<file path="src/rtl/diffio_pattern_checker_sm.sv">
// Receive side of the differential IO checker: regenerates the transmit LFSR sequence
// in lockstep with the pattern generator and scores every bit returned by the channel.
module diffio_pattern_checker_sm #(
   parameter int unsigned NUM_BITS_TO_CHECK = 1000,
   parameter logic [31:0] SEED              = 32'hABCDEF01,
   parameter int unsigned ALIGN_TICKS       = 0,
   parameter int unsigned ERR_CNT_WIDTH     = 16
) (
   input  logic                     CLK,
   input  logic                     RST_N,
   input  logic                     CLK_EN,
   input  logic                     START,
   input  logic                     RX_BIT,
   output logic                     BUSY,
   output logic                     DONE,
   output logic                     PASS,
   output logic                     ERR_SEEN,
   output logic [ERR_CNT_WIDTH-1:0] ERR_COUNT,
   output logic [31:0]              FIRST_ERR_IDX
);

   typedef enum logic [2:0] {
      ST_IDLE   = 3'd0,
      ST_ALIGN  = 3'd1,
      ST_HOLD   = 3'd2,
      ST_SAMPLE = 3'd3,
      ST_DONE   = 3'd4
   } state_t;

   localparam logic [31:0]              LAST_BIT   = 32'(NUM_BITS_TO_CHECK - 1);
   localparam logic [7:0]               ALIGN_LAST = (ALIGN_TICKS > 0) ? 8'(ALIGN_TICKS - 1) : 8'd0;
   localparam logic [ERR_CNT_WIDTH-1:0] ERR_MAX    = {ERR_CNT_WIDTH{1'b1}};
   localparam logic [ERR_CNT_WIDTH-1:0] ERR_ONE    = ERR_CNT_WIDTH'(1'b1);
   localparam state_t                   START_DEST = (ALIGN_TICKS > 0) ? ST_ALIGN : ST_HOLD;

   // Same polynomial as the generator, so both ends walk the identical sequence.
   function automatic logic [31:0] lfsr_step(input logic [31:0] v);
      return {v[30:0], v[30] ^ v[27]};
   endfunction

   state_t                   r_state, w_state_nxt;
   logic                     r_rx_meta, r_rx_sync;
   logic [31:0]              r_lfsr, w_lfsr_nxt;
   logic [31:0]              r_bit_cnt, w_bit_cnt_nxt;
   logic [31:0]              r_first_idx, w_first_idx_nxt;
   logic [7:0]               r_align_cnt, w_align_cnt_nxt;
   logic [ERR_CNT_WIDTH-1:0] r_err_cnt, w_err_cnt_nxt;
   logic                     r_err_seen, w_err_seen_nxt;
   logic                     r_pass, w_pass_nxt;
   logic                     r_busy, w_busy_nxt;
   logic                     r_done, w_done_nxt;
   logic                     w_mismatch;

   // RX_BIT is asynchronous; resynchronise on every CLK so it settles between ticks.
   always_ff @(posedge CLK or negedge RST_N) begin
      if (!RST_N) begin
         r_rx_meta <= 1'b0;
         r_rx_sync <= 1'b0;
      end else begin
         r_rx_meta <= RX_BIT;
         r_rx_sync <= r_rx_meta;
      end
   end

   // Next-state, datapath and output decode.
   always_comb begin
      w_state_nxt     = r_state;
      w_lfsr_nxt      = r_lfsr;
      w_bit_cnt_nxt   = r_bit_cnt;
      w_align_cnt_nxt = r_align_cnt;
      w_err_cnt_nxt   = r_err_cnt;
      w_err_seen_nxt  = r_err_seen;
      w_first_idx_nxt = r_first_idx;
      w_pass_nxt      = r_pass;
      w_mismatch      = r_rx_sync ^ r_lfsr[31];
      case (r_state)
         ST_IDLE: begin
            if (CLK_EN && START) begin
               w_state_nxt     = START_DEST;
               w_err_cnt_nxt   = '0;
               w_err_seen_nxt  = 1'b0;
               w_pass_nxt      = 1'b0;
               w_first_idx_nxt = 32'd0;
               w_bit_cnt_nxt   = 32'd0;
               w_align_cnt_nxt = 8'd0;
            end else begin
               w_state_nxt = ST_IDLE;
            end
         end
         ST_ALIGN: begin
            if (CLK_EN) begin
               w_align_cnt_nxt = r_align_cnt + 8'd1;
               if (r_align_cnt == ALIGN_LAST) begin
                  w_state_nxt = ST_HOLD;
               end else begin
                  w_state_nxt = ST_ALIGN;
               end
            end else begin
               w_state_nxt = ST_ALIGN;
            end
         end
         ST_HOLD: begin
            if (CLK_EN) begin
               w_state_nxt = ST_SAMPLE;
            end else begin
               w_state_nxt = ST_HOLD;
            end
         end
         ST_SAMPLE: begin
            if (CLK_EN) begin
               if (w_mismatch) begin
                  w_err_cnt_nxt = (r_err_cnt == ERR_MAX) ? ERR_MAX : (r_err_cnt + ERR_ONE);
                  if (!r_err_seen) begin
                     w_err_seen_nxt  = 1'b1;
                     w_first_idx_nxt = r_bit_cnt;
                  end else begin
                     w_err_seen_nxt  = r_err_seen;
                  end
               end else begin
                  w_err_cnt_nxt = r_err_cnt;
               end
               // The last compare lands in the same tick as the verdict, so fold it in directly.
               if (r_bit_cnt == LAST_BIT) begin
                  w_lfsr_nxt    = SEED;
                  w_bit_cnt_nxt = 32'd0;
                  w_state_nxt   = ST_DONE;
                  w_pass_nxt    = !r_err_seen && !w_mismatch;
               end else begin
                  w_lfsr_nxt    = lfsr_step(r_lfsr);
                  w_bit_cnt_nxt = r_bit_cnt + 32'd1;
                  w_state_nxt   = ST_HOLD;
               end
            end else begin
               w_state_nxt = ST_SAMPLE;
            end
         end
         ST_DONE: begin
            w_state_nxt = ST_IDLE;
         end
         default: begin
            w_state_nxt = ST_IDLE;
         end
      endcase
      w_busy_nxt = (w_state_nxt == ST_ALIGN) || (w_state_nxt == ST_HOLD) ||
                   (w_state_nxt == ST_SAMPLE);
      w_done_nxt = (w_state_nxt == ST_DONE);
   end

   // State and result registers.
   always_ff @(posedge CLK or negedge RST_N) begin
      if (!RST_N) begin
         r_state     <= ST_IDLE;
         r_lfsr      <= SEED;
         r_bit_cnt   <= 32'd0;
         r_align_cnt <= 8'd0;
         r_err_cnt   <= '0;
         r_err_seen  <= 1'b0;
         r_first_idx <= 32'd0;
         r_pass      <= 1'b0;
         r_busy      <= 1'b0;
         r_done      <= 1'b0;
      end else begin
         r_state     <= w_state_nxt;
         r_lfsr      <= w_lfsr_nxt;
         r_bit_cnt   <= w_bit_cnt_nxt;
         r_align_cnt <= w_align_cnt_nxt;
         r_err_cnt   <= w_err_cnt_nxt;
         r_err_seen  <= w_err_seen_nxt;
         r_first_idx <= w_first_idx_nxt;
         r_pass      <= w_pass_nxt;
         r_busy      <= w_busy_nxt;
         r_done      <= w_done_nxt;
      end
   end

   assign BUSY          = r_busy;
   assign DONE          = r_done;
   assign PASS          = r_pass;
   assign ERR_SEEN      = r_err_seen;
   assign ERR_COUNT     = r_err_cnt;
   assign FIRST_ERR_IDX = r_first_idx;

endmodule
</file>
<file path="config.mk">
export PLATFORM = sky130hd
export DESIGN_NAME = diffio_pattern_checker_sm
export DESIGN_NICKNAME = d
export VERILOG_FILES = /design/src/rtl/diffio_pattern_checker_sm.sv
export SDC_FILE = /design/constraint.sdc
export NUM_CORES = 1
export LEC_CHECK = 0
export ABC_AREA = 1
export BUFFER_PORTS_ARGS = -buffer_cell sky130_fd_sc_hd__buf_2
export CELL_PAD_IN_SITES_DETAIL_PLACEMENT = 1
export CELL_PAD_IN_SITES_GLOBAL_PLACEMENT = 1
export CORE_MARGIN = 10
export CORE_UTILIZATION = 40
export DETAILED_ROUTE_END_ITERATION = 7
export GPL_ROUTABILITY_DRIVEN = 0
export PLACE_DENSITY_LB_ADDON = 0.05
export SLEW_MARGIN = 20
export SYNTH_ARGS = -nofsm -noshare
export SYNTH_HDL_FRONTEND = slang
export SYNTH_SLANG_ARGS = --single-unit
</file>
<file path="constraint.sdc">
create_clock -name CLK -period 1.5 [get_ports CLK]
set_input_delay 0 -clock CLK [delete_from_list [all_inputs] [get_ports CLK]]
set_output_delay 0 -clock CLK [all_outputs]
set_load 0.01 [all_outputs]
</file>
==> summary.md <==
| Metric | Value |
|---|---|
| Status | `finished with violations` |
| Violated checks | `setup timing` |
| Total GRT Usage | `21.2%` |
| Max clock buf depth | `2` |
| Number of port buffers | `56` |
| Slew HR | `66.7%` |
| Top-area cell type share of the netlist area | `41.8%` |
| Final WL | `27.4 mm` |
| Fraction of layout cells with a size suffix above 1 | `42.3%` |
| CP arrival | `2.08 ns` |
| WP data required | `1.84 ns` |
| Yosys reg bits | `129` |
| Min Hold Slack | `0.0478 ns` |
| Synth top area cells | `dfrtp_1 42%, nand2_1 18%, dfstp_2 7.1%` |
| Worst setup SP type | `flip-flop` |
| DRC Markers | `0` |
| Type of destination of the critical path | `flip-flop` |
| Initial antenna violation count | `0` |
| Die H | `149 µm` |
| 1st-iter DRT viols | `414` |
| Critical path class | `reg2reg` |
| TNS Setup | `-13.59 ns` |
| Core ar. | `0.0164 mm²` |
| Synth warnings | `0` |
| Worst path slowest cell | `dfrtp_1` |
| Clock Sinks | `129` |
| Post-synth top cells | `312 x nand2_1, 111 x dfrtp_1, 105 x nor2_1` |
| Post-Place Setup Slack | `-0.184 ns` |
| Die area | `0.0222 mm²` |
| First-pass detailed-route iteration total | `4` |
| Mapped Nets | `905` |
| CTS root buf | `clkbuf_16` |
| Post-synth EDFFs | `0` |
| Final Setup Violations | `121` |
| Register area share after synthesis | `48.9%` |
| Initial core utilization | `40.5%` |
| I/O pin count | `57` |
| Asr flop ratio synth | `100%` |
| Synth unique cells | `34` |
| Dpl hpwl | `16.1 mm` |
| Vias/cell | `5.30` |
| Num rows | `47` |
| Clk_skew | `0.0107 ns` |
| CTS buffer count | `17` |
| RSZ-0062 raised after global routing | `yes` |
| Max incr delay on CP | `0.44 ns` |
| Fmax | `573 MHz` |
| Die extent in x | `149 µm` |
| Synth Flop Type | `dfrtp_1` |
| Ant diodes | `0` |
| Top-count cell post-synth | `nand2_1` |
| First-pass GRT wire length | `37.7 mm` |
| Largest area contributor in the netlist | `dfrtp_1` |
| Final nets | `1125` |
| Crit path time final | `1.74 ns` |
| GRT overflow | `0` |
| CTS tree | `yes` |
| Cell leakage power | `4.80 nW` |
| Final hold viol count | `0` |
| Area growth, synth to finish | `52.1%` |
| Final Power | `15.9 mW` |
| HP Class | `in2reg` |
| Vias | `7152` |
| Max Transition Viols Final | `0` |
| CTS H-Tree Depth | `4` |
| Post-DR wirelength/cell | `20.3 µm` |
| Latest clock arrival within the worst-skew pair | `0.44 ns` |
| Final Cycle Share | `116%` |
| Largest net degree at the start of global routing | `49` |
| CP max FO | `5` |
| Max-cap violations | `0` |
| Cells after Synth | `896` |
| Final WS setup | `-0.244 ns` |
| Post-DRT Antenna Nets | `0` |
| Post-Syn Area | `0.00665 mm²` |
| Slew @ Worst Pin | `0.499 ns` |
| Post-Synthesis Mean Instance Area | `7.42 µm²` |
| Crit-path cells | `ha_4, nand2_4, nor2_4, nand2_2, nor2_4, buf_6, nand3_4, clkbuf_16, nand2_4, inv_2` |
| CTS clk-pin slew, worst paths | `0.06 ns` |
| VDD IR max | `0.993 mV` |
| Power density cells | `1570 mW/mm²` |
| Number of global-route vias before repair | `7431` |
logic make-up after synthesis:
logic type | count (synthesis) | synth area share, %
AO/OA/AOI/OAI | 114 | 9.05
XOR/XNOR | 14 | 1.84
adder cells (fa/ha/maj) | 4 | 0.753
buffers and inverters | 124 | 7.66
flip-flops | 129 | 48.9
AND/OR/NAND/NOR | 511 | 31.8
critical path, delay by kind of cell (launching register included):
kind,cells,cell delay (ns)
buffers and inverters,3,0.39
DFF,1,0.44
and+or+nand+nor,6,0.61
adders and majority gates,1,0.20
placed cells by master (no fill, tap or decap), drive strengths merged, types with 6 or more instances in the layout:
cell type and instances:
clkinv 12, nor3 12, nand2 313, o21ai 90, buf 217, xor2 12, dfstp 18, nand4 24
nand3 51, o31ai 6, dfrtp 111, nor2 110, clkbuf 22, a21oi 16, inv 95
final timing paths:
kind                       cells after the start             to    startpoint  slack, ns
max                                           10      r_lfsr[5]  r_bit_cnt[1]      -0.24
max reg2reg                                   10      r_lfsr[5]  r_bit_cnt[1]      -0.24
min in group asynchronous                      2  r_bit_cnt[16]         RST_N       0.07
max in group asynchronous                      3     r_lfsr[13]         RST_N       0.80
min                                            5     r_state[0]        CLK_EN       0.05
min reg2reg                                    0      r_rx_sync     r_rx_meta       0.35
flip-flops by register name (all words and copies together), names as in the netlist:
register and count:
BUSY 1, DONE 1, ERR_COUNT 16, ERR_SEEN 1
FIRST_ERR_IDX 32, PASS 1, r_align_cnt 8, r_bit_cnt 32
r_lfsr 32, r_rx_meta 1, r_rx_sync 1, r_state 3
per-layer routing:
layer	GRT usage (%)	up-vias	routed length, µm
met3	4.88	73	1050
met4	8.49	0	965
met1	24.1	3608	11100
met5	0	-	0
li1	-	3291	-
met2	37.5	180	14300
power breakdown:
part	leakage (nW)	switching (mW)	internal, mW
sequential	1.69	0.735	4.52
clock	0.303	1.70	2.82
combinational	2.81	3.74	2.39
total	4.80	6.17	9.74
area by class of cell:
| cell class | instances | area (µm²) |
|---|---|---|
| inverters | 97 | 389 |
| clock inverters | 13 | 185 |
| fillers | 1964 | 6300 |
| well taps | 220 | 275 |
| flip-flops and latches | 129 | 3260 |
| multi-input cells | 645 | 3730 |
| clock buffers | 19 | 443 |
| repair inverters | 3 | 48.8 |
| repair buffers | 223 | 1780 |
per-stage QoR:
| stage | area, µm² | instances | utilization [%] |
|---|---|---|---|
| final | 10100 | 1349 | 61.6 |
| after global routing | 10100 | 1349 | 61.6 |
| after CTS | 9190 | 1328 | 56.0 |
| after detailed placement | 8140 | 1275 | 49.6 |
| after global placement | 8140 | 1275 | 49.6 |
| after floorplan | 6670 | 896 | - |
what timing repair did:
item | 4_1_cts | 5_1_grt
pin swaps | 24 | 44
endpoints found under the setup margin | 114 | 125
resized for setup | 83 | 237
hold buffers | 3 | 0
cloned | 6 | 6
setup buffers | 13 | 15
hold endpoints to repair | 113 | 0
Note: power is estimated with default switching activity, not from simulation.
